**src/rtl/bcd_pkg.sv**
```systemverilog
// bcd_pkg
// Shared definitions for the decimal front-panel path: conversion state
// encoding, BCD digit limits and a digit legality helper. The binary-to-BCD
// display divider uses this package as well, so everything here is
// independent of either converter's datapath width.
//
// Contents:
//    bcd_state_t  conversion sequencer states (idle, then one per digit)
//    BCD_MAX      largest legal BCD digit value
//    BCD_DIGITS   number of digits handled per conversion
//    is_bcd()     returns 1 when a 4-bit nibble holds a legal BCD digit

package bcd_pkg;

   typedef enum logic [2:0] {
      S_IDLE = 3'd0,
      S_D3   = 3'd1,
      S_D2   = 3'd2,
      S_D1   = 3'd3,
      S_D0   = 3'd4
   } bcd_state_t;

   localparam logic [3:0] BCD_MAX    = 4'd9;
   localparam int         BCD_DIGITS = 4;

   // A nibble is legal BCD when it does not exceed nine.
   function automatic logic is_bcd(input logic [3:0] digit);
      return (digit <= BCD_MAX);
   endfunction

endpackage

```
**src/rtl/bcd_digit_mac.sv**
```systemverilog
// bcd_digit_mac
// One Horner step for decimal-to-binary conversion: out16 = in16*10 + digit4.
// The multiply by ten is built from two shifts, (x<<3) + (x<<1), so no
// multiplier is needed. Everything is 16 bits wide and wraps modulo 2^16;
// legal four-digit inputs never come close to wrapping.
//
// Ports:
//    in16    in   16  running accumulator
//    digit4  in    4  next decimal digit, zero-extended before the add
//    out16   out  16  in16*10 + digit4

module bcd_digit_mac (
   input  logic [15:0] in16,
   input  logic [3:0]  digit4,
   output logic [15:0] out16
);

   logic [15:0] times8;
   logic [15:0] times2;

   assign times8 = in16 << 3;
   assign times2 = in16 << 1;

   // Sum of the two shifted copies gives in16*10, then the digit is added.
   assign out16 = times8 + times2 + {12'd0, digit4};

endmodule

```
**src/rtl/input_combiner.sv**
```systemverilog
// input_combiner
// Sequential BCD-to-binary converter for the front-panel input path. A start
// pulse latches four packed BCD digits, then Horner's rule is applied one
// digit per clock, most significant digit first. The 16-bit result appears on
// data together with a one-cycle valid pulse four cycles after the accepting
// edge. It is the input-side counterpart of the binary-to-BCD display divider.
//
// Optional feature (macro INPUT_COMBINER_CHECK_EN):
//    When defined, digits above nine are flagged at acceptance. The conversion
//    still takes the full four cycles, but the completed result reports
//    error=1 and data=0. When undefined, no digit checking exists, error is
//    held at 0 and out-of-range digits simply feed the arithmetic.
//
// Ports:
//    clk    in   1   system clock, rising-edge active
//    rst    in   1   asynchronous active-high reset, clears all state
//    start  in   1   conversion request, only sampled while idle
//    bcd0   in   4   ones digit
//    bcd1   in   4   tens digit
//    bcd2   in   4   hundreds digit
//    bcd3   in   4   thousands digit
//    data   out  16  converted value, held until the next completion
//    valid  out  1   one-cycle pulse marking a new data value
//    busy   out  1   high while a conversion is in flight
//    error  out  1   digit-range error, qualified by valid

module input_combiner
   import bcd_pkg::*;
(
   input  logic        clk,
   input  logic        rst,
   input  logic        start,
   input  logic [3:0]  bcd0,
   input  logic [3:0]  bcd1,
   input  logic [3:0]  bcd2,
   input  logic [3:0]  bcd3,
   output logic [15:0] data,
   output logic        valid,
   output logic        busy,
   output logic        error
);

   bcd_state_t  state;
   logic [3:0]  dig3;
   logic [3:0]  dig2;
   logic [3:0]  dig1;
   logic [3:0]  dig0;
   logic [15:0] acc;
   logic [3:0]  mac_digit;
   logic [15:0] mac_out;

`ifdef INPUT_COMBINER_CHECK_EN
   logic        bad;
   logic        any_illegal;

   // Any latched digit above nine poisons the whole conversion.
   assign any_illegal = !is_bcd(bcd3) || !is_bcd(bcd2) ||
                        !is_bcd(bcd1) || !is_bcd(bcd0);
`else
   assign error = 1'b0;
`endif

   // The single shared multiply-accumulate unit sees whichever digit the
   // current state is consuming. In idle its output is unused, so zero is fed.
   always_comb begin
      mac_digit = 4'd0;
      case (state)
         S_D3:    mac_digit = dig3;
         S_D2:    mac_digit = dig2;
         S_D1:    mac_digit = dig1;
         S_D0:    mac_digit = dig0;
         default: mac_digit = 4'd0;
      endcase
   end

   bcd_digit_mac u_mac (
      .in16   (acc),
      .digit4 (mac_digit),
      .out16  (mac_out)
   );

   // Conversion sequencer. Digits are captured only on acceptance so the
   // panel inputs may change freely while busy. acc starts at zero, so the
   // first step simply loads the thousands digit. The final step writes
   // straight into data instead of acc, which keeps the result stable
   // until the next completion. valid defaults low every cycle so it can
   // only ever be a single-cycle pulse.
   always_ff @(posedge clk or posedge rst) begin
      if (rst) begin
         state <= S_IDLE;
         dig3  <= 4'd0;
         dig2  <= 4'd0;
         dig1  <= 4'd0;
         dig0  <= 4'd0;
         acc   <= 16'd0;
         data  <= 16'd0;
         valid <= 1'b0;
`ifdef INPUT_COMBINER_CHECK_EN
         bad   <= 1'b0;
         error <= 1'b0;
`endif
      end else begin
         valid <= 1'b0;
         case (state)
            S_IDLE: begin
               if (start) begin
                  dig3  <= bcd3;
                  dig2  <= bcd2;
                  dig1  <= bcd1;
                  dig0  <= bcd0;
                  acc   <= 16'd0;
`ifdef INPUT_COMBINER_CHECK_EN
                  bad   <= any_illegal;
`endif
                  state <= S_D3;
               end
            end
            S_D3: begin
               acc   <= mac_out;
               state <= S_D2;
            end
            S_D2: begin
               acc   <= mac_out;
               state <= S_D1;
            end
            S_D1: begin
               acc   <= mac_out;
               state <= S_D0;
            end
            S_D0: begin
`ifdef INPUT_COMBINER_CHECK_EN
               data  <= bad ? 16'd0 : mac_out;
               error <= bad;
`else
               data  <= mac_out;
`endif
               valid <= 1'b1;
               state <= S_IDLE;
            end
            default: begin
               state <= S_IDLE;
            end
         endcase
      end
   end

   // Busy follows directly from the state register, so it has no input path.
   assign busy = (state != S_IDLE);

endmodule

```
**config.mk**
```make
export PLATFORM = sky130hd
export DESIGN_NAME = input_combiner
export DESIGN_NICKNAME = d
export VERILOG_FILES = /design/src/rtl/bcd_pkg.sv /design/src/rtl/bcd_digit_mac.sv /design/src/rtl/input_combiner.sv
export SDC_FILE = /design/constraint.sdc
export NUM_CORES = 1
export LEC_CHECK = 0
export ABC_AREA = 1
export CORE_UTILIZATION = 55
export CTS_CLUSTER_DIAMETER = 120
export DETAILED_ROUTE_END_ITERATION = 10
export GPL_ROUTABILITY_DRIVEN = 0
export GPL_TIMING_DRIVEN = 0
export PLACE_DENSITY_LB_ADDON = 0.2
export SYNTH_ARGS = -nofsm -noshare
export SYNTH_HDL_FRONTEND = slang
export SYNTH_HIERARCHICAL = 1
export SYNTH_SLANG_ARGS = --single-unit
```
**constraint.sdc**
```tcl
create_clock -name clk -period 4.3 [get_ports clk]
set_input_delay 0.43 -clock clk [delete_from_list [all_inputs] [get_ports clk]]
set_output_delay 0.43 -clock clk [all_outputs]
set_load 0.05 [all_outputs]
```
---- After elaboration in Yosys (flattened, before gate mapping) ----
Cells that the tools add are included.
operators by class
  equality and inequality tests ........... 5
  reductions and logical operators ........ 6
  $add $sub $neg .......................... 2
  muxes and demuxes ....................... 6
operators by type and width
  operator              number
  $pmux W15 S2          1
  $add A16 B16 Y16      1
  $add A16 B4 Y16       1
  $pmux W4 S4           1
  $mux W15              1
  $pmux W3 S4           1
  $eq A3 B2 Y1 const B  2
  $reduce_and A2 Y1     2
  $eq A3 B1 Y1 const B  1
  $eq A3 B3 Y1 const B  1
  $logic_not A3 Y1      1
  $mux W3               1
  $reduce_bool A3 Y1    1
  $reduce_or A3 Y1      1
  $ne A2 B2 Y1 const B  1
  $reduce_bool A2 Y1    1
  $mux W1               1
word-level totals
  output and inout bits ................... 19
  input port bits ......................... 19
  register bits ........................... 51

---- Logic depth before layout (Yosys ltp) ----
  depth in word-level cells ............... 4
  depth in mapped cells ................... 20
  depth with buffers taken out ............ 19

---- Modules after synthesis ----
Netlist, hierarchy kept.
modules (own cells, without submodules)
  module          area each (µm²)  cells an instance  instances
  input_combiner  2,238.4          261                1
  bcd_digit_mac   983.4            167                1

---- Worst setup path before layout ----
OpenSTA, ideal clock, no wires.
  kind .................................... reg-to-reg
  start ................................... register state[0]
  end ..................................... register acc[10]
  arrival ................................. 2.455 ns
  slack ................................... 1.727 ns
  period minus slack after synthesis ...... 2.573 ns
  library setup time ...................... 0.117 ns
  required time ........................... 4.183 ns
  stages on the path, launching flop included .. 16
  cells stage by stage .................... dfrtp_1 -> buf_2 -> nand4_1 -> nand2_1 -> inv_1 -> nand2_1 -> inv_1 -> fa_1 -> fa_1 -> nor2_1 -> nor2_2 -> nor2_1 -> nor2_1 -> xnor2_1 -> nand2_1 -> nand2_1
between the ends
  word-level cells in the longest chain between the ends .. 4
  elaborated cells on any way between the ends .. 12
RTL lines
  item                                        line                   RTL
  start: declaration                          input_combiner.sv:43   bcd_state_t state;
  start signal: assignment                    input_combiner.sv:90   state <= S_IDLE;
  start signal: assignment                    input_combiner.sv:115  state <= S_D3;
  start signal: assignment                    input_combiner.sv:120  state <= S_D2;
  $eq A3 B3 Y1, or another cell as far along  input_combiner.sv:67   case (state)
  $pmux W4 S4 (*)                             input_combiner.sv:67
  net mac_digit[3]                            input_combiner.sv:49   logic [3:0] mac_digit;
  $add A16 B4 Y16 (*)                         bcd_digit_mac.sv:25    assign out16 = times8 + times2 + {12'd0, digit4};
  net mac_out[10]                             input_combiner.sv:50   logic [15:0] mac_out;
  $pmux W15 S2 (*)                            input_combiner.sv:104  case (state)
  end signal: assignment                      input_combiner.sv:119  acc <= mac_out;
  end signal: assignment                      input_combiner.sv:123  acc <= mac_out;
  end signal: assignment                      input_combiner.sv:127  acc <= mac_out;
  end: declaration                            input_combiner.sv:48   logic [15:0] acc;
The timed path passes the listed nets; every way through them passes the cells marked *.
A chain may end at the register's enable or synchronous reset.

---- Worst setup path in the final report ----
Same ends and word-level chain as after synthesis.

==> flow_metrics.env <==
export IMPL_fp_dieW_um=78.1
export IMPL_chipHeight_um=78.1
export IMPL_cts_sinks=51
export IMPL_antenna_cells=0
export IMPL_layout_commonest_cell="nand2_1"
export IMPL_first_pass_iters=5
export IMPL_fin_worst_skew_ns=0.0157
export IMPL_vias_per_cell=5.07
export IMPL_wire_per_inst_um=12.4
export IMPL_dieArea_um2=6100
export IMPL_cts_resized=0
export IMPL_dpl_hpwl_mm=5.26
export IMPL_grt_total_usage=0.237
export IMPL_drtIter0Drc=207
export IMPL_row_count=27
export IMPL_htreeDepth=2
export IMPL_critPathLaunchType="register"
export IMPL_num_nets_final=515
export IMPL_num_vias=2744
export IMPL_post_cts_setup_buffers=0
export IMPL_regArea_um2=1280
export IMPL_fin_cells=541
export IMPL_min_path_type="in2async"
export IMPL_grt_max_degree=31
export IMPL_max_freq_ghz=0.342
export IMPL_ant_nets=0
export IMPL_fillers=479
export IMPL_drv_slew=0
export IMPL_netlist_instances=424
export IMPL_required_ns=4.55
export IMPL_cts_buffers=5
export IMPL_syn_area_per_cell_um2=7.51
export IMPL_worst_pin_slew_ns=0.499
export IMPL_antenna_found_initial=0
export IMPL_mostFrequentLayoutCells="nand2_1, inv_1, dfrtp_1"
export IMPL_grt_ovfl_total=0
export IMPL_period_share=0.679
export IMPL_core_um2=5540
export IMPL_drt_wl_total_mm=6.69
export IMPL_status="finished clean"
export IMPL_drive_gt1_frac=0.0768
export IMPL_setup_violations=0
export IMPL_clk_latency_ns=0.31
export IMPL_tns_ns=0
export IMPL_io_pins=38
export IMPL_syn_cell_area_um2=3180
export IMPL_crit_path_end_kind="register"
export IMPL_slew_headroom=0.666
export IMPL_drc=0
export IMPL_multi_input_area_um2=1570
export IMPL_root_buffer="clkbuf_8"
export IMPL_critPathArrivalTime_ns=3.17
export IMPL_cts_tree="done"
export IMPL_clk_pin_slew_ns=0.10
export IMPL_synth_warnings=6
export IMPL_rsz0062_at_grt="false"
export IMPL_dpl_cell_count=533
export IMPL_drv_cap=0
export IMPL_start_util=0.575
export IMPL_portBuffers=36
export IMPL_hold_viol_final=0
export IMPL_grt_pass1_wl_mm=11.4
export IMPL_worstSetupPathType="reg2reg"
export IMPL_cts_path_max_buffers=2
export IMPL_synth_net_count=471
export IMPL_period_needed_ns=2.92
export IMPL_syn_to_final_growth_pct=17.7
export IMPL_grt_pass1_vias=2501
export IMPL_cp_max_fo=10
export IMPL_postCtsHoldBufs=0
[path summary, 6_finish.rpt]
kind	start	endpoint	slack, ns	depth (start not counted)
worst max-delay path	state[0]	acc[10]	1.38	15
worst min-delay path	rst	data[14]	0.46	2
worst max register to register	state[0]	acc[10]	1.38	15
worst min register to register	data[1]	data[1]	0.49	2
max in group asynchronous	rst	state[1]	3.30	3
min in group clk	data[1]	data[1]	0.49	2
[flip-flops by register name (all words and copies together), names as in the netlist]
name   flops
acc       15
data      16
dig0       4
dig1       4
dig2       4
dig3       4
state      3
valid      1
[per-stage QoR]
stage	utilization	cell area, µm²	hold WS, ns	setup WS, ns
finish	0.677	3750	0.456	1.38
global route	0.677	3750	0.490	1.18
CTS	0.677	3750	0.475	1.37
detailed placement	0.660	3650	0.464	1.41
global placement	0.656	3630	0.464	1.41
floorplan	-	3180	0.459	1.73
[metal layers]
metal,global-route usage,vias up,share of wire
met5,0,-,0
met4,0.0648,0,0.017
met3,0.0360,13,0.030
met2,0.432,58,0.52
met1,0.291,1266,0.43
li1,-,1407,-
[critical path, stage by stage (launching register included)]
cell	delay, ns
dfrtp_1	0.49
buf_2	0.26
nand4_1	0.11
nand2_1	0.08
inv_1	0.04
nand2_1	0.05
inv_1	0.04
fa_1	0.48
fa_1	0.51
nor2_1	0.16
nor2_2	0.08
nor2_1	0.09
nor2_1	0.06
xnor2_1	0.26
nand2_1	0.09
nand2_1	0.07
[cell type report]
cell class / count / area share
Buffer: 14 / 0.0274
Clock buffer: 5 / 0.0184
Clock inverter: 3 / 0.00668
Inverter: 62 / 0.0621
Multi-Input combinational cell: 297 / 0.420
Sequential cell: 51 / 0.340
Tap cell: 72 / 0.0240
Timing Repair Buffer: 37 / 0.101
Power is not shown: default switching activity piles up to over one toggle a cycle in this logic, so the estimate is an artifact.
